--- config.mk ---
export PLATFORM = sky130hd
export DESIGN_NAME = stream_sort
export DESIGN_NICKNAME = d
export VERILOG_FILES = /design/src/rtl/stream_sort_defs.sv /design/src/rtl/stream_sort_insert.sv /design/src/rtl/stream_sort.sv
export SDC_FILE = /design/constraint.sdc
export NUM_CORES = 1
export LEC_CHECK = 0
export ABC_AREA = 1
export BUFFER_PORTS_ARGS = -buffer_cell sky130_fd_sc_hd__buf_2
export CAP_MARGIN = 0
export CELL_PAD_IN_SITES_DETAIL_PLACEMENT = 1
export CELL_PAD_IN_SITES_GLOBAL_PLACEMENT = 1
export CORE_ASPECT_RATIO = 1.2
export CORE_UTILIZATION = 44
export CTS_CLUSTER_SIZE = 12
export DETAILED_ROUTE_END_ITERATION = 10
export HOLD_SLACK_MARGIN = 0.08
export PLACE_DENSITY = 0.85
export SETUP_SLACK_MARGIN = 0.05
export SLEW_MARGIN = 20
export SYNTH_ARGS = -nofsm -noshare
export SYNTH_HDL_FRONTEND = slang
export SYNTH_SLANG_ARGS = --single-unit
--- constraint.sdc ---
create_clock -name clk -period 2.3 [get_ports clk]
set_clock_uncertainty 0.1 [all_clocks]
set_input_delay 0.23 -clock clk [delete_from_list [all_inputs] [get_ports clk]]
set_output_delay 0.23 -clock clk [all_outputs]
set_load 0.02 [all_outputs]
--- src/rtl/stream_sort_defs.sv ---
// Shared definitions for the serial insertion sorter: FSM encodings and default sizing.
package stream_sort_defs;

   typedef enum logic {
      ST_LOAD = 1'b0,
      ST_EMIT = 1'b1
   } state_t;

   localparam int W_DEF  = 8;
   localparam int N_DEF  = 4;
   localparam int CW_DEF = 3;

endpackage

--- src/rtl/stream_sort_insert.sv ---
// Combinational insert of one word into an ascending array of count valid entries.
// Equal words stay ahead of the new word, so repeated values keep arrival order.
module stream_sort_insert #(
   parameter int W  = 8,
   parameter int N  = 4,
   parameter int CW = 3
) (
   input  logic [W-1:0]  mem_in  [N],
   input  logic [CW-1:0] count,
   input  logic [W-1:0]  din,
   output logic [W-1:0]  mem_out [N]
);

   logic [N-1:0] gt;

   always_comb begin
      for (int i = 0; i < N; i++) begin
         gt[i] = (CW'(i) < count) && (mem_in[i] > din);
      end
   end

   // gt is monotonic over the valid region: once an entry exceeds din, all later ones do.
   for (genvar i = 0; i < N; i++) begin : g_slot
      if (i == 0) begin : g_head
         assign mem_out[0] = ((count == '0) || gt[0]) ? din : mem_in[0];
      end else begin : g_tail
         always_comb begin
            if (CW'(i) > count) begin
               mem_out[i] = mem_in[i];
            end else if ((CW'(i) < count) && !gt[i]) begin
               mem_out[i] = mem_in[i];
            end else if (gt[i-1]) begin
               mem_out[i] = mem_in[i-1];
            end else begin
               mem_out[i] = din;
            end
         end
      end
   end

endmodule

--- src/rtl/stream_sort.sv ---
// Serial-in / serial-out sorter: loads up to N words kept sorted on insert, then emits them ascending.
//
//   state   | meaning
//   --------+-------------------------------------------------------------
//   ST_LOAD | accepting words into the sorted buffer (din_ready once armed)
//   ST_EMIT | streaming buffer out in order; input held off
module stream_sort
   import stream_sort_defs::*;
#(
   parameter int W  = W_DEF,
   parameter int N  = N_DEF,
   parameter int CW = CW_DEF
) (
   input  logic          clk,
   input  logic          reset,
   input  logic [W-1:0]  din,
   input  logic          din_valid,
   output logic          din_ready,
   input  logic          flush,
   output logic [W-1:0]  dout,
   output logic          dout_valid,
   input  logic          dout_ready,
   output logic          dout_last,
   output logic [CW-1:0] count
);

   state_t        state;
   state_t        state_nxt;
   logic [W-1:0]  mem     [N];
   logic [W-1:0]  mem_ins [N];
   logic [CW-1:0] rd_idx;
   logic [CW-1:0] count_acc;
   logic          started;
   logic          accept;
   logic          xfer;
   logic          last_word;

   assign accept    = din_valid & din_ready;
   assign xfer      = dout_valid & dout_ready;
   assign count_acc = accept ? count + CW'(1) : count;
   assign last_word = (state == ST_EMIT) && (rd_idx == count - CW'(1));

   stream_sort_insert #(.W(W), .N(N), .CW(CW)) u_insert (
      .mem_in  (mem),
      .count   (count),
      .din     (din),
      .mem_out (mem_ins)
   );

   always_ff @(posedge clk or negedge reset) begin
      if (!reset) begin
         state <= ST_LOAD;
      end else begin
         state <= state_nxt;
      end
   end

   always_comb begin
      state_nxt = state;
      case (state)
         ST_LOAD: begin
            if ((accept && (count_acc == CW'(N))) || (flush && (count_acc != '0))) begin
               state_nxt = ST_EMIT;
            end
         end
         ST_EMIT: begin
            if (xfer && last_word) begin
               state_nxt = ST_LOAD;
            end
         end
         default: state_nxt = ST_LOAD;
      endcase
   end

   // din_ready stays low for the first edge after reset release.
   always_comb begin
      din_ready  = (state == ST_LOAD) && started;
      dout_valid = (state == ST_EMIT);
      dout_last  = last_word;
      dout       = '0;
      if (state == ST_EMIT) begin
         for (int i = 0; i < N; i++) begin
            if (rd_idx == CW'(i)) begin
               dout = mem[i];
            end
         end
      end
   end

   always_ff @(posedge clk or negedge reset) begin
      if (!reset) begin
         started <= 1'b0;
         count   <= '0;
         rd_idx  <= '0;
         for (int i = 0; i < N; i++) begin
            mem[i] <= '0;
         end
      end else begin
         started <= 1'b1;
         if (accept) begin
            mem   <= mem_ins;
            count <= count_acc;
         end
         if (xfer) begin
            if (last_word) begin
               count  <= '0;
               rd_idx <= '0;
            end else begin
               rd_idx <= rd_idx + CW'(1);
            end
         end
      end
   end

endmodule

==> flow_metrics.env, run 1 <==
export IMPL_yosys_area_share_xor_xnor_pct=1.06
export IMPL_grt_max_degree=26
export IMPL_core_region_area_um2=7270
export IMPL_end_kind="primary output"
export IMPL_yosys_area_share_adder_pct=15.5
export IMPL_antenna_found_initial=0
export IMPL_htreeDepth=2
export IMPL_ys_seq_area_share_pct=30.3
export IMPL_clock_root_buffer="clkbuf_8"
export IMPL_n_antenna_cell=0
export IMPL_cp_start_kind="flip-flop"
export IMPL_power_density_nw_per_um2=1300
export IMPL_setup_viol=0
export IMPL_setup_tns_ps=0
export IMPL_grt_overflow=0
export IMPL_worstPathRequired_ps=1970
export IMPL_crit_chain="buf_4 -> ha_1 -> nand2_4 -> inv_1 -> nand2_1 -> nand2_1 -> o22ai_1 -> nor2_1 -> buf_4"
export IMPL_drc=0
export IMPL_crit_start="rd_idx[1]"
export IMPL_gp_congestion=0.878
export IMPL_cts_sinks=40
export IMPL_wirelength_mm=11.9
export IMPL_rsz0062_at_grt="true"
export IMPL_finalHoldViolations=0
export IMPL_synth_cell_types=36
export IMPL_dieArea_um2=7860
export IMPL_avgSynthCellArea_um2=7.03
export IMPL_clk_latency_ps=300
export IMPL_slew_headroom_pct=59.5
export IMPL_layout_drive_gt1_share_pct=20.3
export IMPL_ir_drop_mv=0.676
export IMPL_initialDrtViolationCount=310
export IMPL_period_needed_ps=2220
export IMPL_post_route_period_util_pct=96.6
export IMPL_synthCells=470
export IMPL_fp_dieH_um=96.9
export IMPL_hpwl_mm=8.85
export IMPL_dp_cells=594
export IMPL_routedWlPerCell_um=19.5
export IMPL_async_reset_ff_share_pct=100
export IMPL_r2r_worst_path_cells=11
export IMPL_globalRouteTotalUtil_pct=31.9
export IMPL_fp_dieW_um=81.1
export IMPL_synth_compound_gate_area_share_pct=9.13
export IMPL_final_max_slew_viol_count=0
export IMPL_min_from="dout_ready"
export IMPL_nets=575
export IMPL_first_pass_iters=4
export IMPL_min_path_type="input port to flip-flop"
export IMPL_cp_slowest_cell="dfrtp_1"
export IMPL_r2r_end="mem[9]"
export IMPL_synth_edf_count=0
export IMPL_via_per_inst=5.68
export IMPL_cts_tree="built"
export IMPL_clk_pin_slew_ps=70
export IMPL_fmax_mhz=450
export IMPL_rows=34
export IMPL_path_class="flip-flop to primary output"
export IMPL_final_cells=611
export IMPL_grt_pass1_wl_mm=18.7
export IMPL_slowest_delay_ps=430
export IMPL_syn_to_final_growth_pct=19.1
export IMPL_grt_pass1_vias=3720
export IMPL_synth_simple_area_share_pct=37.9
export IMPL_drv_cap=0
export IMPL_final_cell_mix="nand2_1 (200), nand3_1 (42), dfrtp_1 (39), ha_1 (37), inv_1 (33)"
export IMPL_initial_core_util_pct=45.4
export IMPL_whs_path_depth=4
export IMPL_synth_top_family_by_area="simple AND/OR/NAND/NOR gates"
export IMPL_ys_flop_type="dfrtp_1"
export IMPL_synth_seq_cells=40
export IMPL_r2r_start="mem[11]"
export IMPL_arrival_ps=1890
export IMPL_status="finished, final reports clean"
export IMPL_syn_nets=524
export IMPL_synthMuxAreaShare_pct=0
export IMPL_cp_max_fo=9
export IMPL_layout_commonest_cell="nand2_1"
export IMPL_cts_inserted_buffers=5
export IMPL_cp_endpoint="dout[6]"
export IMPL_clock_path_buffers=2
export IMPL_synth_area_um2=3300
export IMPL_pin_count=27
export IMPL_antenna_left=0
export IMPL_num_vias=3472
export IMPL_ys_warn_count=0
export IMPL_portBuffers=26
export IMPL_fin_util_pct=54.1
export IMPL_worst_pin_slew_ps=608
export IMPL_p_leak_nw=2.24
export IMPL_reg2reg_slack_ps=180
==> worst min-delay path by stage <==
stage / end
final: rd_idx[0]
after floorplan: count[0]
after global placement: mem[26]
after detailed placement: mem[31]
after CTS: rd_idx[0]
after global routing: rd_idx[0]
==> registers in the layout, indices dropped and copies added, names as in the netlist <==
signal / flops
count: 3
started: 1
dout_valid: 1
mem: 32
rd_idx: 3
==> per-layer routing <==
| metal | vias to the layer above | share of wire [%] | track usage, % |
|---|---|---|---|
| li1 | 1629 | - | - |
| met1 | 1688 | 40 | 37.8 |
| met2 | 116 | 51 | 55.5 |
| met3 | 39 | 4.2 | 3.87 |
| met4 | 0 | 4.2 | 14.8 |
| met5 | - | 0 | 0 |
==> where the power goes <==
group / leakage, nW / internal, mW / switching, mW
Combinational: 1.67 / 1.20 / 1.98
Clock: 0.0503 / 0.268 / 0.276
Sequential: 0.520 / 0.987 / 0.404
Total: 2.24 / 2.45 / 2.66
==> cells by family after synthesis <==
logic type	Yosys count
AND/OR/NAND/NOR	289
AO/OA/AOI/OAI	44
other	1
XOR/XNOR	4
flip-flops	40
adder cells (fa/ha/maj)	41
buffers and inverters	51
==> Yosys cell counts (2+ instances only) <==
library cell  count  share of area [%]
buf_2             2               0.30
a21o_1            2               0.45
xor2_1            3               0.80
clkbuf_1          3               0.34
a21oi_1          18                2.7
dfrtp_1          40                 30
o21ai_0           5               0.76
o211ai_1          6                1.4
o21a_1            2               0.45
nand2_1         201                 23
nor2_1           13                1.5
a21oi_4           3                1.5
nand3_1          49                7.4
nand2_2           7                1.3
inv_2             3               0.34
nand4_1           9                1.7
inv_1            40                4.5
nand2_4           3                1.0
ha_1             41                 16
nor2_2            3               0.57
o22ai_1           2               0.38
==> through the flow <==
step / setup WS [ps] / hold WS [ps] / cell area [µm²] / power [mW]
2_1_floorplan: 247 / -166 / 3300 / 3.14
3_3_place_gp: 156 / 178 / 3620 / 3.95
3_5_place_dp: 94.0 / 176 / 3620 / 4.10
4_1_cts: 68.0 / 157 / 3760 / 4.74
5_1_grt: -46.0 / 160 / 3930 / 5.50
6_report: 77.5 / 158 / 3930 / 5.11
==> critical path, delay by kind of cell, from the launching register on <==
| kind | cells | cell delay, ps |
|---|---|---|
| compound gates | 1 | 150 |
| fa+ha+maj | 1 | 220 |
| buf+inv | 3 | 430 |
| flops | 1 | 430 |
| simple gates | 4 | 370 |
==> what timing repair did <==
action | in CTS | in global routing
hold endpoints to repair | 23 | 0
hold buffers | 1 | 0
setup buffers | 3 | 6
setup endpoints to repair | 8 | 18
pin swaps | 0 | 6
resized for setup | 6 | 34
cloned | 0 | 0
==> area by class of cell <==
class                      count  area [µm²]
clock buffer                   7        96.3
fill                         985        3340
inverter                      44         170
multi-input combinational    379        2210
sequential                    40        1000
tap                           90         113
timing repair buffer          51         344
Note: power is estimated with default switching activity, not from simulation.
==> run 2, diff against run 1 <==
Settings changed: CORE_UTILIZATION 44 to 46, PLACE_DENSITY 0.85 to 0.86, SYNTH_HIERARCHICAL set to 1.
==> flow_metrics.env, run 2 <==
export IMPL_final_max_slew_viol_count=0
export IMPL_n_antenna_cell=0
export IMPL_final_cells=678
export IMPL_synth_most_common_cell="nand2_1"
export IMPL_route_met2_wl_mm=7.71
export IMPL_ys_seq_area_share_pct=26.2
export IMPL_initialDrtViolationCount=302
export IMPL_rsz0062_at_grt="true"
export IMPL_period_needed_ps=2360
export IMPL_setup_viol=3
export IMPL_pin_count=27
export IMPL_antenna_found_initial=0
export IMPL_failed_checks="setup timing"
export IMPL_final_area_um2=4810
export IMPL_crit_top_cell="nand2_1"
export IMPL_p_leak_nw=2.70
export IMPL_clk_pin_slew_ps=90
export IMPL_placed_cell_area_um2=4290
export IMPL_drc=0
export IMPL_multi_input_area_um2=2790
export IMPL_grt_overflow=0
export IMPL_p_total_mw=7.27
export IMPL_crit_chain="inv_1 -> ha_1 -> inv_1 -> nand2_1 -> nand2_1 -> nand2_1 -> nand2_1 -> nand2_1 -> nand2_2 -> nand2_4 -> buf_4 -> nand2_1 -> nand2_1 -> nand2_1 -> nand2_1 -> mux2_4"
export IMPL_globalRouteTotalUtil_pct=31.1
export IMPL_rows=36
export IMPL_initial_core_util_pct=47.3
export IMPL_cts_inserted_buffers=5
export IMPL_worstPathRequired_ps=2400
export IMPL_top_regs="mem: 32 flops, count: 3 flops, rd_idx: 3 flops"
export IMPL_async_reset_ff_share_pct=100
export IMPL_clock_path_buffers=2
export IMPL_clock_root_buffer="clkbuf_8"
export IMPL_synthCells=503
export IMPL_ff_latch_area_um2=1010
export IMPL_path_class="flip-flop to flip-flop"
export IMPL_slowest_delay_ps=440
export IMPL_yosys_top_cells_area="dfrtp_1 (26%), nand2_1 (15%), ha_1 (13%)"
export IMPL_fp_dieW_um=85.1
export IMPL_cts_sinks=40
export IMPL_arrival_ps=2460
export IMPL_syn_to_final_growth_pct=26.0
export IMPL_min_path_type="input port to flip-flop"
export IMPL_num_vias=4187
export IMPL_synth_cell_types=26
export IMPL_grt_pass1_vias=3989
export IMPL_cp_max_fo=10
export IMPL_synthDominantCellAreaShare_pct=26.2
export IMPL_drv_cap=0
export IMPL_grt_max_degree=27
export IMPL_hpwl_mm=9.83
export IMPL_fp_dieH_um=102
export IMPL_route_met3_wl_um=914
export IMPL_htreeDepth=2
export IMPL_ys_warn_count=6
export IMPL_routedWlPerCell_um=22.6
export IMPL_fmax_mhz=424
export IMPL_syn_nets=555
export IMPL_cp_start_kind="flip-flop"
export IMPL_wl_met1_mm=5.75
export IMPL_netlist_top_cells_count="nand2_1 (156), nand3_1 (80), inv_1 (49)"
export IMPL_synth_edf_count=0
export IMPL_gp_congestion=0.906
export IMPL_post_route_period_util_pct=103
export IMPL_cp_slowest_cell="dfrtp_1"
export IMPL_via_per_inst=6.18
export IMPL_largest_register_ffs=32
export IMPL_yosysTopAreaCell="dfrtp_1"
export IMPL_power_density_nw_per_um2=1510
export IMPL_top_register="mem"
export IMPL_synth_seq_cells=40
export IMPL_synth_area_um2=3810
export IMPL_nets=635
export IMPL_cts_tree="built"
export IMPL_antenna_left=0
export IMPL_portBuffers=26
export IMPL_fillers=995
export IMPL_final_cell_mix="nand2_1 (149), nand3_1 (57), buf_4 (51), inv_1 (45), ha_1 (37)"
export IMPL_clk_latency_ps=320
export IMPL_top_layer_used="met4"
export IMPL_wirelength_mm=15.3
export IMPL_layout_drive_gt1_share_pct=34.3
export IMPL_grt_pass1_wl_mm=20.2
export IMPL_ir_drop_mv=0.810
export IMPL_ys_flop_type="dfrtp_1"
export IMPL_end_kind="flip-flop"
export IMPL_final_setup_worst_slack_ps=-60.7
export IMPL_reg2reg_slack_ps=-60
export IMPL_status="complete, but fails checks"
export IMPL_avgSynthCellArea_um2=7.58
export IMPL_dieArea_um2=8660
export IMPL_finalHoldViolations=0
export IMPL_core_region_area_um2=8060
export IMPL_layout_commonest_cell="nand2_1"
export IMPL_dp_cells=655
export IMPL_first_pass_iters=5
run 2: stage by stage:
stage               hold slack (ps)  setup WS (ps)  setup TNS, ps  util (%)
floorplan                      -166            224              0         -
global placement               59.5           1.28              0      53.3
detailed placement             62.3          -85.1           -933      53.3
CTS                             136           50.7              0      55.1
global route                    136           -131           -442      59.6
finish                          125          -60.7          -82.4      59.6
run 2: critical path: cells and delay by family (launching register included):
kind	cells	cell delay, ps
DFF	1	440
muxes	1	270
and+or+nand+nor	11	900
buffers and inverters	3	340
adders and majority gates	1	180
run 2: layer usage:
metal	GRT usage, %	up-vias
met5	0	-
met4	16.9	0
met3	4.40	72
met2	56.7	208
met1	34.9	2083
li1	-	1824
run 2: cell families after synthesis:
family	Yosys count	synth area share, %
fa+ha+maj	39	12.8
flops	40	26.2
buf+inv	61	7.25
other cells	1	0.0983
compound gates	40	6.59
simple gates	290	34.6
mux	32	12.4
run 2: final cells by class:
type                            count  share of cell area, %
Inverter                           52                   4.22
Multi-Input combinational cell    403                   58.0
Timing Repair Buffer               81                   12.8
Sequential cell                    40                   20.9
Tap cell                           95                   2.47
Clock buffer                        6                   1.51
Clock inverter                      1                  0.104
run 2: path summary, 6_finish.rpt:
path | from | endpoint | depth (start not counted)
min in group asynchronous | reset | mem[30] | 2
setup / recovery | mem[8] | mem[4] | 16
hold reg to reg | mem[0] | mem[0] | 1
max in group asynchronous | reset | mem[18] | 3
hold / removal | flush | dout_valid | 4
setup reg to reg | mem[8] | mem[4] | 16
run 2: what timing repair did:
item | 4_1_cts | 5_1_grt
hold endpoints to repair | 14 | 0
cloned | 0 | 1
pin swaps | 0 | 19
setup endpoints to repair | 11 | 40
setup buffers | 3 | 11
gates resized for setup | 17 | 68
hold buffers | 1 | 0
run 2: power breakdown:
part	switching, mW	leakage (nW)	internal (mW)	total, mW
Combinational	3.13	2.15	2.19	5.32
Sequential	0.428	0.511	1.03	1.46
Clock	0.280	0.0410	0.207	0.487
Total	3.84	2.70	3.42	7.27
==> run 3, diff against run 2 <==
Settings changed: SKIP_CTS_REPAIR_TIMING set to 1.
==> flow_metrics.env, run 3 (synthesized netlist as in run 2, its figures left out) <==
export IMPL_dieArea_um2=8660
export IMPL_fp_dieW_um=85.1
export IMPL_core_region_area_um2=8060
export IMPL_initial_core_util_pct=47.3
export IMPL_final_setup_worst_slack_ps=-10.2
export IMPL_grt_max_degree=27
export IMPL_portBuffers=26
export IMPL_cts_sinks=40
export IMPL_finalHoldViolations=0
export IMPL_top_register="mem"
export IMPL_dp_slack_ps=-85.1
export IMPL_first_pass_iters=4
export IMPL_final_cell_mix="nand2_1 (153), nand3_1 (74), buf_4 (51), inv_1 (46), ha_1 (37)"
export IMPL_power_density_nw_per_um2=1470
export IMPL_cts_tree="built"
export IMPL_antenna_left=0
export IMPL_fillers=1032
export IMPL_nets=628
export IMPL_via_per_inst=5.89
export IMPL_cts_inserted_buffers=5
export IMPL_layout_drive_gt1_share_pct=28.8
export IMPL_ff_latch_area_um2=1010
export IMPL_clk_latency_ps=320
export IMPL_worstPathRequired_ps=1970
export IMPL_grt_overflow=0
export IMPL_setup_viol=1
export IMPL_clk_pin_slew_ps=80
export IMPL_cp_max_fo=8
export IMPL_htreeDepth=2
export IMPL_path_class="flip-flop to primary output"
export IMPL_antenna_found_initial=0
export IMPL_status="complete, but fails checks"
export IMPL_drc=0
export IMPL_post_route_period_util_pct=100
export IMPL_rsz0062_at_grt="true"
export IMPL_layout_commonest_cell="nand2_1"
export IMPL_p_leak_nw=2.61
export IMPL_period_needed_ps=2310
export IMPL_hpwl_mm=9.83
export IMPL_globalRouteTotalUtil_pct=30.5
export IMPL_n_antenna_cell=0
export IMPL_min_path_type="input port to flip-flop"
export IMPL_rows=36
export IMPL_clock_path_buffers=2
export IMPL_initialDrtViolationCount=296
export IMPL_end_kind="primary output"
export IMPL_wirelength_mm=13.8
export IMPL_grt_pass1_vias=3909
export IMPL_ir_drop_mv=0.642
export IMPL_syn_to_final_growth_pct=20.2
export IMPL_num_vias=3952
export IMPL_final_max_slew_viol_count=0
export IMPL_pin_count=27
export IMPL_cp_start_kind="flip-flop"
export IMPL_failed_checks="setup timing"
export IMPL_largest_register_ffs=32
export IMPL_multi_input_area_um2=2630
export IMPL_fp_dieH_um=102
export IMPL_fin_util_pct=56.9
export IMPL_top_regs="mem: 32 flops, count: 3 flops, rd_idx: 3 flops"
export IMPL_fmax_mhz=433
export IMPL_clock_root_buffer="clkbuf_8"
export IMPL_drv_cap=0
export IMPL_gp_congestion=0.906
export IMPL_arrival_ps=1980
export IMPL_routedWlPerCell_um=20.5
export IMPL_grt_pass1_wl_mm=19.8
-- run 3: worst paths after layout --
| kind | slack, ps | cells past startpoint | startpoint | end |
|---|---|---|---|---|
| min in group asynchronous | 250 | 2 | reset | mem[2] |
| hold / removal | 130 | 4 | flush | dout_valid |
| setup / recovery | -10 | 10 | rd_idx[1] | dout[5] |
| setup reg to reg | 30 | 12 | mem[17] | mem[10] |
| hold reg to reg | 490 | 1 | mem[18] | mem[18] |
| max in group asynchronous | 1100 | 3 | reset | mem[18] |
-- run 3: power breakdown --
group	switching (mW)	leakage [nW]	internal (mW)
clock network	0.282	0.0410	0.207
logic	2.82	2.06	1.99
registers	0.408	0.509	1.03
-- run 3: layer usage --
layer / GRT usage, % / vias up / part of all wire, %
li1: - / 1804 / -
met1: 34.4 / 1952 / 39
met2: 56.7 / 141 / 51
met3: 3.91 / 55 / 4.4
met4: 14.6 / 0 / 5.3
met5: 0 / - / 0
-- run 3: worst max-delay path, stage by stage (launching register included) --
cell and delay, ps:
dfrtp_2 470, inv_4 90, ha_1 140, inv_1 50
nor2_2 100, buf_6 150, nand3_1 90, nand3_2 100
nand3_1 90, a21oi_1 210, buf_4 180
-- run 3: stage by stage --
step	area (µm²)	setup TNS, ps	hold WS (ps)	total power, mW	cells
after floorplan	3810	0	-166	4.27	503
after global placement	4290	0	59.5	5.46	655
after detailed placement	4290	-933	62.3	5.69	655
after CTS	4370	-663	-276	6.19	662
after global routing	4590	-351	150	7.20	671
final	4590	-10.2	130	6.74	671
-- run 3: layout make-up --
cell class                      instances  share of cell area (%)
Clock inverter                          1                   0.109
Clock buffer                            6                    1.58
Timing Repair Buffer                   75                    12.0
Multi-Input combinational cell        402                    57.4
Inverter                               52                    4.42
Sequential cell                        40                    22.0
Tap cell                               95                    2.59
